--- src/rtl/bb_uart_baudgen.sv ---
// bb_uart_baudgen - UART baud-rate generator for the ispMACH 4256ZE breakout.
// Divides the 5 MHz oscillator clock into an oversample tick, a mid-bit tick,
// an end-of-bit tick and a 50% duty bit-rate square wave.
// Optional fractional divisor: define BAUD_FRAC_EN to add the div_frac port
// and a 1/16-step accumulator that stretches selected oversample periods.
module bb_uart_baudgen #(
  parameter int CNT_W     = 12,
  parameter int OVS       = 16,
  parameter int DIV_RESET = 31
) (
  input  logic             clk,
  input  logic             rst,
  input  logic             en,
  input  logic             restart,
  input  logic [CNT_W-1:0] div_int,
`ifdef BAUD_FRAC_EN
  input  logic [3:0]       div_frac,
`endif
  output logic             ovs_tick,
  output logic             bit_tick,
  output logic             mid_tick,
  output logic             bd_clk
);

  localparam int OVS_W = $clog2(OVS);
  localparam logic [OVS_W-1:0] OVS_LAST = OVS_W'(OVS - 1);
  localparam logic [OVS_W-1:0] OVS_MID  = OVS_W'(OVS / 2 - 1);

  logic [CNT_W-1:0] pre_cnt;
  logic [OVS_W-1:0] ovs_cnt;
  logic [CNT_W-1:0] div_sh;
  logic             bd_reg;
  logic [CNT_W-1:0] div_eff;
  logic [CNT_W-1:0] term_cnt;
  logic             run;

`ifdef BAUD_FRAC_EN
  logic [3:0] frac_acc;
  logic [3:0] frac_sh;
  logic       ext;
  logic [4:0] frac_sum;
`endif

  // Divisor 0 would make the prefix counter terminate every cycle; clamp to 1
  // so the shortest oversample period is two cycles.
  always_comb begin
    div_eff = (div_sh == '0) ? CNT_W'(1) : div_sh;
`ifdef BAUD_FRAC_EN
    term_cnt = div_eff + CNT_W'(ext);
    frac_sum = {1'b0, frac_acc} + {1'b0, frac_sh};
`else
    term_cnt = div_eff;
`endif
  end

  // Tick decode from registered state; suppressed by reset, disable and restart.
  always_comb begin
    run      = en & ~rst & ~restart;
    ovs_tick = run & (pre_cnt == term_cnt);
    mid_tick = ovs_tick & (ovs_cnt == OVS_MID);
    bit_tick = ovs_tick & (ovs_cnt == OVS_LAST);
    bd_clk   = bd_reg & en & ~rst;
  end

  // Prescaler, oversample counter, square wave and shadow divisor.
  always_ff @(posedge clk) begin
    if (rst) begin
      pre_cnt <= '0;
      ovs_cnt <= '0;
      bd_reg  <= 1'b0;
      div_sh  <= CNT_W'(DIV_RESET);
    end else if (!en) begin
      pre_cnt <= '0;
      ovs_cnt <= '0;
      bd_reg  <= 1'b0;
      div_sh  <= div_int;
    end else if (restart) begin
      pre_cnt <= '0;
      ovs_cnt <= '0;
      bd_reg  <= 1'b0;
    end else begin
      if (ovs_tick) begin
        pre_cnt <= '0;
        ovs_cnt <= ovs_cnt + 1'b1;   // OVS is a power of 2: natural wrap
      end else begin
        pre_cnt <= pre_cnt + 1'b1;
      end
      if (mid_tick)      bd_reg <= 1'b1;
      else if (bit_tick) bd_reg <= 1'b0;
      // New divisor only takes effect at a bit boundary
      if (bit_tick)      div_sh <= div_int;
    end
  end

`ifdef BAUD_FRAC_EN
  // Fractional accumulator: each carry stretches the next oversample period by one cycle.
  always_ff @(posedge clk) begin
    if (rst) begin
      frac_acc <= '0;
      ext      <= 1'b0;
      frac_sh  <= '0;
    end else if (!en) begin
      frac_acc <= '0;
      ext      <= 1'b0;
      frac_sh  <= div_frac;
    end else if (restart) begin
      frac_acc <= '0;
      ext      <= 1'b0;
    end else begin
      if (ovs_tick) begin
        frac_acc <= frac_sum[3:0];
        ext      <= frac_sum[4];
      end
      if (bit_tick) frac_sh <= div_frac;
    end
  end
`endif

endmodule
--- config.mk ---
export PLATFORM = sky130hd
export DESIGN_NAME = bb_uart_baudgen
export DESIGN_NICKNAME = d
export VERILOG_FILES = /design/src/rtl/bb_uart_baudgen.sv
export SDC_FILE = /design/constraint.sdc
export NUM_CORES = 1
export LEC_CHECK = 0
export ABC_CLOCK_PERIOD_IN_PS = 4100
export BUFFER_PORTS_ARGS = -buffer_cell sky130_fd_sc_hd__buf_2
export CORE_UTILIZATION = 39
export CTS_BUF_LIST = sky130_fd_sc_hd__clkbuf_4 sky130_fd_sc_hd__clkbuf_8 sky130_fd_sc_hd__clkbuf_16
export DETAILED_ROUTE_END_ITERATION = 6
export GPL_TIMING_DRIVEN = 0
export HOLD_SLACK_MARGIN = 0.06
export PLACE_DENSITY = 0.67
export SETUP_SLACK_MARGIN = 0.1
export SLEW_MARGIN = 20
export SYNTH_ARGS = -nofsm -noshare
export SYNTH_HDL_FRONTEND = slang
export SYNTH_SLANG_ARGS = --single-unit
--- constraint.sdc ---
create_clock -name clk -period 4.1 [get_ports clk]
set_clock_uncertainty 0.05 [all_clocks]
set_input_delay 0.205 -clock clk [delete_from_list [all_inputs] [get_ports clk]]
set_output_delay 0.205 -clock clk [all_outputs]
set_load 0.03 [all_outputs]
After elaboration in Yosys (flattened, before gate mapping):

Cells that the tools add are included.

* register bits after elaboration: 29
* latch bits: 0
* memory bits (writable): 0
* ROM bits: 0
* word-level logic and storage cells: 32
* memories: 0

* add/sub/neg operators: 2
* multipliers: 0
* divide/modulo/power cells: 0
* $lt $le $gt $ge: 0
* equal/unequal tests: 5
* shifts and indexed selects: 0
* muxes and demuxes: 6
* bitwise logic cells: 10
* reduce and logical (&&, ||, !) cells: 5

Operators by type and width (count)
* $mux 12: 4
* $add 12x1->12 const B: 1
* $eq 12x12->1: 1
* $logic_not 12->1: 1
* $and 1x1->1: 7
* $add 4x1->4 const B: 1
* $eq 4x3->1 const B: 1
* $eq 4x4->1 const B: 1
* $reduce_or 4->1: 1
* $not 1->1: 3
* $reduce_or 3->1: 1
* $mux 1: 2
* $ne 2x1->1 const B: 1
* $ne 2x2->1 const B: 1
* $reduce_and 2->1: 1
* $reduce_bool 2->1: 1

Logic depth before layout (Yosys ltp):

* depth in word-level cells: 8
* depth in mapped cells: 8
* depth with buffers taken out: 6

Worst setup path before layout:

OpenSTA, ideal clock, no wires.

* path kind: register to output
* start: register pre_cnt[3]
* end: output port mid_tick
* data arrival time: 2.062 ns
* data required time: 3.845 ns
* setup slack: 1.783 ns
* cell stages (with the launch flop): 6
* path buffers: 0
* cells stage by stage: dfxtp_1 xor2_1 nor4_2 and3_1 nand2_1 nor4_1

* longest elaborated chain between the ends: 3

RTL lines
* start: declaration: RTL line 29 `logic [CNT_W-1:0] pre_cnt;`
* start signal: assignment: RTL line 86 `pre_cnt <= pre_cnt + 1'b1;`
* $eq 12x12->1: RTL line 59 `ovs_tick = run & (pre_cnt == term_cnt);`
* $and 1x1->1: RTL line 59
* $and 1x1->1: RTL line 60 `mid_tick = ovs_tick & (ovs_cnt == OVS_MID);`
* end: declaration: RTL line 21 `output logic mid_tick,`

Every way passes these cells.

Worst setup path in the final report:

Ends and elaborated chain as after synthesis.

==> results.py <==
metrics = {
    "run_status": {
        "status": "complete, no violations",
    },
    "clock_network": {
        "clkTransAtPathRegs_ps": 60,
        "insertion_delay_ps": 280,
        "postCtsSetupBuffers": 0,
        "cts_sinks": 29,
        "cts_resized": 0,
        "cts_buffer_depth": 2,
        "cts_buffers": 5,
        "cts_tree": "built",
        "cts_htree_levels": 2,
        "root_buffer": "clkbuf_8",
        "ctsHoldBuffers": 0,
    },
    "die": {
        "die_h_um": 63.3,
        "initial_core_util_pct": 42.2,
        "top_level_ports": 20,
        "die_x_um": 63.3,
        "die_area_um2": 4000,
        "core_um2": 3470,
        "rows": 21,
    },
    "setup_path": {
        "worstPathRequired_ps": 3850,
        "path_class": "flop to primary output",
        "start_kind": "flop",
        "worstPathArrival_ps": 2020,
        "endpoint_kind": "primary output",
        "critPathMaxFanout": 5,
    },
    "timing": {
        "period_share_pct": 55.4,
        "tightest_slew_ps": 491,
        "setup_tns_ps": 0,
        "slew_viol_final": 0,
        "period_minus_slack_ps": 2270,
        "finalHoldViolations": 0,
        "finalSetupViolations": 0,
        "rsz0062_at_grt": "false",
        "max_freq_mhz": 441,
        "slew_headroom_pct": 67.2,
    },
    "global_routing": {
        "antenna_found_initial": 0,
        "grt_max_degree": 11,
        "grt_pass1_wl_um": 5210,
        "track_usage_pct": 16.9,
        "grt_overflow": 0,
        "grt_pass1_vias": 1156,
    },
    "finish": {
        "drive_gt1_share_pct": 18.1,
        "fin_nets": 205,
        "layout_common_cells": "29 x dfxtp_1, 27 x nor2_1, 20 x buf_2",
        "n_antenna_cell": 0,
        "layout_commonest_cell": "dfxtp_1",
        "finalCoreUtilization_pct": 49.0,
        "fillers": 350,
        "reg.largest.list": "div_sh (12), pre_cnt (12), ovs_cnt (4)",
        "area_growth_syn_to_layout_pct": 16.0,
    },
    "pwr": {
        "powerDensity_nw_per_um2": 338,
        "p_switching_uw": 136,
        "p_sw_share_pct": 23.7,
        "vdd_drop_max_v": 0.000222,
        "power_leakage_uw": 0.000692,
        "clock_power_share_pct": 39.7,
        "seqPwrFrac_pct": 52.1,
        "p_comb_share_pct": 8.2,
        "power.internal_uw": 437,
    },
    "yosys": {
        "yosysSeqAreaShare_pct": 39.7,
        "synth_xor_area_share_pct": 14.3,
        "synthSimpleGateAreaFrac_pct": 27.8,
        "syn_area_um2": 1460,
        "syn_area_per_cell_um2": 9.04,
        "ys_warn_count": 0,
        "syn-num-nets": 180,
        "synth_mux_area_share_pct": 8.89,
        "syn_inst": 162,
        "ys_seq_elements": 29,
        "synth_compound_area_share_pct": 4.70,
        "synth_fa_ha_area_share_pct": 1.71,
        "synth_cell_types": 31,
        "synth_top_family_by_area": "simple AND/OR/NAND/NOR gates",
    },
    "detailed_routing": {
        "routed_wirelength_um": 3020,
        "final_antenna_net_count": 0,
        "post_drt_wl_per_cell_um": 12.9,
        "drc_errors": 0,
        "vias": 1192,
        "routed_via_density": 5.09,
        "drt-pass1-iter-count": 4,
        "drt_iter0_drc": 55,
    },
    "worst_hold_path": {
        "hold_class": "primary input to flop",
    },
    "place": {
        "numPortBuffers": 18,
        "hpwl_um": 2240,
        "gp_congestion": 0.835,
    },
    "flow_run": {
        "maxCapViolations": 0,
    },
}
==> cells in the mapped netlist <==
library cell | instances | area share (%)
or3b_1 | 1 | 0.60
ha_1 | 2 | 1.7
dfxtp_1 | 29 | 40
or3_1 | 2 | 0.85
and3b_1 | 1 | 0.60
xnor2_1 | 6 | 3.6
and3_1 | 3 | 1.3
xor2_1 | 16 | 9.6
xnor2_2 | 1 | 1.1
nand4_1 | 3 | 1.3
and4_1 | 1 | 0.60
nor2_1 | 27 | 6.9
or4_1 | 1 | 0.51
inv_1 | 1 | 0.26
nand2_1 | 7 | 1.8
nor3_1 | 3 | 1.0
nor4_2 | 2 | 1.7
o311ai_0 | 1 | 0.60
clkbuf_1 | 2 | 0.51
nand3_1 | 7 | 2.4
buf_2 | 2 | 0.68
o31ai_1 | 2 | 1.0
nor4_1 | 3 | 1.3
nor3b_1 | 1 | 0.51
a21oi_1 | 3 | 1.0
nand2b_1 | 15 | 6.4
buf_6 | 2 | 1.5
o21ai_0 | 3 | 1.0
mux2i_1 | 13 | 8.9
o21ai_2 | 1 | 0.60
a31oi_1 | 1 | 0.43
==> through the flow <==
stage | worst slack [ps] | std cells | hold WS (ps) | cell area (µm²) | total power, µW
CTS | 1820 | 234 | 129 | 1700 | 579
floorplan | 1780 | 162 | 310 | 1460 | 336
finish | 1830 | 234 | 134 | 1700 | 573
global placement | 2140 | 226 | 406 | 1610 | 350
detailed placement | 2150 | 226 | 410 | 1610 | 352
global route | 1610 | 234 | 139 | 1700 | 604
==> path summary, 6_finish.rpt <==
| path | depth (start not counted) | slack, ps | endpoint | from |
|---|---|---|---|---|
| setup / recovery | 6 | 1830 | mid_tick | pre_cnt[3] |
| hold / removal | 3 | 130 | div_sh[6] | div_int[6] |
| setup reg to reg | 6 | 2110 | pre_cnt[11] | pre_cnt[3] |
| hold reg to reg | 2 | 410 | bd_reg | bd_reg |
==> cell families (layout without fill, tap and decap cells) <==
family,after synthesis,after routing
adders and majority gates,2,2
DFF,29,29
buffers and inverters,7,33
xor gates and xnor gates,23,23
AOI/OAI and AO/OA,11,11
and+or+nand+nor,77,77
muxes,13,13
==> power by group through the flow <==
stage	clock, µW	combinational (µW)	sequential, µW
6_report	227	47.3	299
5_1_grt	252	52.9	299
4_1_cts	233	48.1	298
3_5_place_dp	0	47.7	305
3_3_place_gp	0	45.5	304
2_1_floorplan	0	34.4	302
==> area by class of cell <==
class | count | area [µm²] | share of cell area (%)
Clock inverter | 2 | 10.0 | 0.590
Buffer | 6 | 40.0 | 2.36
Multi-Input combinational cell | 126 | 840 | 49.4
Clock buffer | 6 | 76.3 | 4.50
Timing Repair Buffer | 18 | 90.1 | 5.31
Sequential cell | 29 | 581 | 34.2
Tap cell | 46 | 57.6 | 3.39
Inverter | 1 | 3.75 | 0.221
==> metal layers <==
layer | part of all wire, % | up-vias | global-route usage [%]
met5 | 0 | - | 0
met4 | 0.93 | 0 | 7.39
met3 | 4.3 | 6 | 5.98
met2 | 50 | 32 | 28.4
met1 | 45 | 553 | 19.3
li1 | - | 601 | -
==> worst max-delay path, stage by stage (launching register included) <==
cell	delay, ps
dfxtp_1	440
xor2_1	120
nor4_2	360
and3_1	220
nand2_1	120
nor4_1	230
buf_2	240
Note: power is estimated with default switching activity, not from simulation.
